===== src/rtl/async_fifo_pkg.sv =====
// Shared defaults and helpers for the single-clock FIFO and its storage.
package async_fifo_pkg;

    localparam int unsigned FIFO_WIDTH = 8;
    localparam int unsigned FIFO_DEPTH = 16;

    // One extra bit beyond the address distinguishes full from empty.
    function automatic int unsigned fifo_ptr_width(input int unsigned depth);
        return $clog2(depth) + 1;
    endfunction

endpackage


===== src/rtl/async_fifo_mem.sv =====
// Simple dual-port RAM: synchronous write, registered synchronous read.
module async_fifo_mem
    import async_fifo_pkg::*;
#(
    parameter int unsigned width = FIFO_WIDTH,
    parameter int unsigned depth = FIFO_DEPTH
) (
    input  logic                       clk_i,
    input  logic                       rst_i,
    input  logic                       we_i,
    input  logic [$clog2(depth)-1:0]   waddr_i,
    input  logic [width-1:0]           wdata_i,
    input  logic                       re_i,
    input  logic [$clog2(depth)-1:0]   raddr_i,
    output logic [width-1:0]           rdata_o
);

    logic [width-1:0] mem_q [depth];
    logic [width-1:0] rdata_q;

    // Storage is deliberately left unreset; only the output register clears.
    always_ff @(posedge clk_i) begin
        if (we_i) begin
            mem_q[waddr_i] <= wdata_i;
        end
    end

    always_ff @(posedge clk_i) begin
        if (rst_i) begin
            rdata_q <= '0;
        end else if (re_i) begin
            rdata_q <= mem_q[raddr_i];
        end
    end

    assign rdata_o = rdata_q;

endmodule


===== src/rtl/async_fifo.sv =====
// Single-clock FIFO: wrap-bit pointers, full/empty decode and accept logic.
module async_fifo
    import async_fifo_pkg::*;
#(
    parameter int unsigned width = FIFO_WIDTH,
    parameter int unsigned depth = FIFO_DEPTH
) (
    input  logic             clk,
    input  logic             rst,
    input  logic             w_en,
    input  logic [width-1:0] w_data,
    input  logic             r_en,
    output logic [width-1:0] r_data,
    output logic             full,
    output logic             empty
);

    localparam int unsigned AW = $clog2(depth);
    localparam int unsigned PW = fifo_ptr_width(depth);

    if ((depth < 2) || ((depth & (depth - 1)) != 0)) begin : g_bad_depth
        $error("async_fifo: depth must be a power of two and at least 2");
    end

    logic [PW-1:0] wr_ptr_q, wr_ptr_d;
    logic [PW-1:0] rd_ptr_q, rd_ptr_d;
    logic          w_acc, r_acc;

    assign empty = (wr_ptr_q == rd_ptr_q);
    assign full  = (wr_ptr_q[AW-1:0] == rd_ptr_q[AW-1:0]) &&
                   (wr_ptr_q[AW] != rd_ptr_q[AW]);

    // Acceptance uses pre-edge status only: no bypass, no same-cycle lookahead.
    assign w_acc = w_en && !full  && !rst;
    assign r_acc = r_en && !empty && !rst;

    always_comb begin
        wr_ptr_d = wr_ptr_q;
        rd_ptr_d = rd_ptr_q;
        if (w_acc) begin
            wr_ptr_d = wr_ptr_q + PW'(1);
        end
        if (r_acc) begin
            rd_ptr_d = rd_ptr_q + PW'(1);
        end
    end

    always_ff @(posedge clk) begin
        if (rst) begin
            wr_ptr_q <= '0;
            rd_ptr_q <= '0;
        end else begin
            wr_ptr_q <= wr_ptr_d;
            rd_ptr_q <= rd_ptr_d;
        end
    end

    async_fifo_mem #(
        .width (width),
        .depth (depth)
    ) u_mem (
        .clk_i   (clk),
        .rst_i   (rst),
        .we_i    (w_acc),
        .waddr_i (wr_ptr_q[AW-1:0]),
        .wdata_i (w_data),
        .re_i    (r_acc),
        .raddr_i (rd_ptr_q[AW-1:0]),
        .rdata_o (r_data)
    );

endmodule


===== config.mk =====
export PLATFORM = sky130hd
export DESIGN_NAME = async_fifo
export DESIGN_NICKNAME = d
export VERILOG_FILES = /design/src/rtl/async_fifo_pkg.sv /design/src/rtl/async_fifo_mem.sv /design/src/rtl/async_fifo.sv
export SDC_FILE = /design/constraint.sdc
export NUM_CORES = 1
export LEC_CHECK = 0
export ABC_CLOCK_PERIOD_IN_PS = 5000
export CAP_MARGIN = 25
export CORE_UTILIZATION = 45
export DETAILED_ROUTE_END_ITERATION = 16
export PLACE_DENSITY = 0.72
export SLEW_MARGIN = 20
export SYNTH_ARGS = -nofsm -noshare
export SYNTH_HDL_FRONTEND = slang
export SYNTH_SLANG_ARGS = --single-unit
export TNS_END_PERCENT = 50

===== constraint.sdc =====
create_clock -name clk -period 5 [get_ports clk]
set_input_delay 1 -clock clk [delete_from_list [all_inputs] [get_ports clk]]
set_output_delay 1 -clock clk [all_outputs]
set_load 0.01 [all_outputs]

==> impl_summary.md <==
Detailed routing
After detailed routing, the total wire length is 10,800 um. The routed layout has 3,058 vias. The per-cell routed wire length is 19.7 um. In the routed layout, each cell is associated on average with a via count of 5.57. The count of routing violations after the opening detailed-route iteration is 196. In the routed design, unresolved DRC markers number 0.

Once detail routing completed, the nets flagged for antenna violations numbered 0. The number of iterations in the first detailed-routing pass is 4.

Yosys
The fraction of the yosys area taken by sequential cells is 0.706. The count of unique library cells instantiated by Yosys is 34. The total nets after synthesis is 346.

The area share of the largest cell type after synthesis is 0.646. Sorting the synthesized cells by area gives the leading types as sky130_fd_sc_hd__edfxtp_1 65%, sky130_fd_sc_hd__mux4_1 10%, sky130_fd_sc_hd__dfxtp_1 6.1%, sky130_fd_sc_hd__mux2_2 3.0%, sky130_fd_sc_hd__a211oi_1 2.0%. The number of warnings issued by yosys is 0. The post-synthesis instance total is 329. The flip-flop and latch count after synthesis is 146. A synthesized cell averages 18.1 um2.

The dominant cell type by area after synthesis is sky130_fd_sc_hd__edfxtp_1. The synthesized netlist occupies a cell area of 0.00595 mm2.

Clocking
After clock tree synthesis, the setup repair step added 0 buffers. The deepest level of the CTS H-tree is 4. Clock tree synthesis inserted a total of 17 buffers. Counting every sink on the clock net gives 146. The clock passes through at most 2 buffers. The number of buffers added to fix hold violations after cts is 0.

The clock root buffer is sky130_fd_sc_hd__clkbuf_16. The number of gates resized after cts is 0. The clock-pin slew of the registers on the worst-case setup and hold paths is 60 ps. At the later pin of the worst-skew pair, clock insertion delay measures 420 ps. The CTS tree is yes.

Run
Across the run, the number of max-cap violations was 0.

Setup path
The start of the worst register-to-register path is rd_ptr_q[2]. For the worst setup path, the data arrival time is 2380 ps. The critical path in this run is classified as register to primary output. STA classifies the critical path endpoint as a primary output. The required time at the endpoint of the critical path is 4000 ps. The launching instance or port of the critical path is rd_ptr_q[2].

The largest fanout on the critical path is 44. The worst setup path is launched from a register.

Timing
The final setup skew is 6.84 ps. The final number of setup-violating endpoints is 0. The total count of hold-check failures in the final report was 0. The setup total negative slack is 0 ps.

In the finished design, the share of the clock period the worst path needs comes to 0.676. The worst path in the final design needs a cycle of 3380 ps, including I/O delays and setup. The count of pins over their slew limit is 0. The fmax is 296 MHz. Setup repair after global routing left no endpoint under its margin. Measured against its own limit, the worst slew margin works out to 0.362. For the pin with the worst max-slew slack, the measured transition is 954 ps.

Die
The placeable core region is 0.0128 mm2. The floorplan step defined a die boundary enclosing 0.0137 mm2. The initialized floorplan defines 41 standard-cell rows. From bottom edge to top edge, the die measures 117 um.

The floorplan step set the die width to 117 um. The total I/O pin count is 22. The initial utilization of the core area, before any placement, comes to 0.466.

Global route
The global-route total usage across every layer is 0.179. The number of global-route vias before repair is 3,087. The number of antenna violations at the first check in global routing is 0. The total congestion overflow after global routing is 0. Entering global routing, the biggest net connects 45 pins.

The first global-routing pass estimated 16,800 um of wire.

Pwr
The reported leakage power is 0.00220 uW. The power density over the cells is 416 mW/mm2. The maximum vdd ir drop is 240 uV.

Placement
The cell area reported after detailed placement is 0.00638 mm2. The port buffer count is 21. The detailed placer's ending HPWL is 6670 um. At the end of routability-driven placement, the weighted congestion stood at 0.751.

Finish
The number of diodes added for antenna fixing is 0. The area overhead of the layout relative to synthesis is 17.5%. The final design instance area without fill is 0.00699 mm2.

The final layout contains 381 nets. The proportion of layout cells with a drive suffix above 1 is 0.186.

Outcome
The run finished with clean final reports.

Min path
The worst hold path belongs to the class register to register. The origin of the worst min-delay path is u_mem.rdata_o[4].
## synthesized netlist by cell type
library cell / n
sky130_fd_sc_hd__edfxtp_1: 128
sky130_fd_sc_hd__mux4_1: 23
sky130_fd_sc_hd__dfxtp_1: 18
sky130_fd_sc_hd__nor2_1: 18
sky130_fd_sc_hd__a211oi_1: 16
sky130_fd_sc_hd__mux2_2: 16
sky130_fd_sc_hd__nor3_1: 12
sky130_fd_sc_hd__buf_2: 10
sky130_fd_sc_hd__mux2i_1: 9
sky130_fd_sc_hd__nor4_1: 8
sky130_fd_sc_hd__o22ai_1: 8
sky130_fd_sc_hd__clkbuf_1: 7
sky130_fd_sc_hd__xnor2_1: 7
sky130_fd_sc_hd__xor2_1: 6
sky130_fd_sc_hd__ha_1: 5
sky130_fd_sc_hd__nand2b_1: 5
sky130_fd_sc_hd__nand2_1: 4
sky130_fd_sc_hd__nor4b_1: 4
sky130_fd_sc_hd__buf_6: 3
sky130_fd_sc_hd__inv_1: 3
sky130_fd_sc_hd__o211ai_1: 3
sky130_fd_sc_hd__o21ai_0: 3
sky130_fd_sc_hd__a21oi_1: 2
sky130_fd_sc_hd__and3_1: 1
sky130_fd_sc_hd__and4_1: 1
sky130_fd_sc_hd__buf_4: 1
sky130_fd_sc_hd__clkinv_1: 1
sky130_fd_sc_hd__mux4_2: 1
sky130_fd_sc_hd__nand3_1: 1
sky130_fd_sc_hd__nand4_2: 1
sky130_fd_sc_hd__o2111ai_1: 1
sky130_fd_sc_hd__o21a_1: 1
sky130_fd_sc_hd__o21ai_2: 1
sky130_fd_sc_hd__or3_1: 1
## final cells by class
cell class	instances	area (um2)
clock inverters	14	165
inverters	4	15.0
flip-flops and latches	146	4210
fillers	976	5780
well taps	172	215
multi-input cells	158	1640
clock buffers	18	429
repair buffers	37	325
## placed cells by master (no fill, tap or decap), drive strengths merged, types with 9 or more instances in the layout
| cell type | count |
|---|---|
| mux2i | 9 |
| clkbuf | 18 |
| buf | 16 |
| nor2 | 18 |
| dfxtp | 18 |
| edfxtp | 128 |
| a211oi | 16 |
| mux4 | 24 |
| nor3 | 12 |
| mux2 | 16 |
| clkdlybuf4s50 | 21 |
## routing by layer
layer | routed length, um | vias up | global-route usage
li1 | - | 1415 | -
met1 | 4890 | 1533 | 0.228
met2 | 5090 | 89 | 0.283
met3 | 587 | 21 | 0.0494
met4 | 264 | 0 | 0.0903
met5 | 0 | - | 0
## power breakdown
group,internal [uW],total (uW),switching [uW]
registers,1350,1370,13.3
logic,131,296,165
clock network,779,1250,470
## state kept, by name, summed over array words and instances, names as in the netlist
signal	count
wr_ptr_q	5
rd_ptr_q	5
u_mem.rdata_o	8
u_mem.mem_q	128
## per-stage QoR
stage | instances | total power [uW] | setup slack, ps | hold WS (ps) | util
finish | 549 | 2910 | 1620 | 489 | 0.547
global route | 549 | 3010 | 1420 | 514 | 0.547
CTS | 548 | 2930 | 1560 | 491 | 0.546
detailed placement | 516 | 1690 | 1510 | 479 | 0.500
global placement | 515 | 1680 | 1550 | 480 | 0.499
floorplan | 329 | 1570 | 2270 | 511 | -
## worst paths after layout
check	cells after the start	to	slack (ps)
max	5	empty	1620
max reg2reg	7	u_mem.mem_q[14][3]	2260
min reg2reg	2	u_mem.rdata_o[4]	490
min	2	u_mem.rdata_o[4]	490
## logic make-up after synthesis
kind of cell             Yosys count  share of synthesized area
multiplexers                      49                      0.151
buffers and inverters             25                     0.0223
AND/OR/NAND/NOR                   56                     0.0500
flip-flops                       146                      0.706
AO/OA/AOI/OAI                     35                     0.0408
XOR/XNOR                          13                     0.0191
adder cells (fa/ha/maj)            5                     0.0105
## critical path, stage by stage, from the launching register on
cell and delay (ps):
sky130_fd_sc_hd__dfxtp_2 310, sky130_fd_sc_hd__buf_4 490, sky130_fd_sc_hd__xnor2_1 200, sky130_fd_sc_hd__nand4_2 250, sky130_fd_sc_hd__nor2_1 160, sky130_fd_sc_hd__clkdlybuf4s50_1 540
Power figures use the tool's default switching activity.
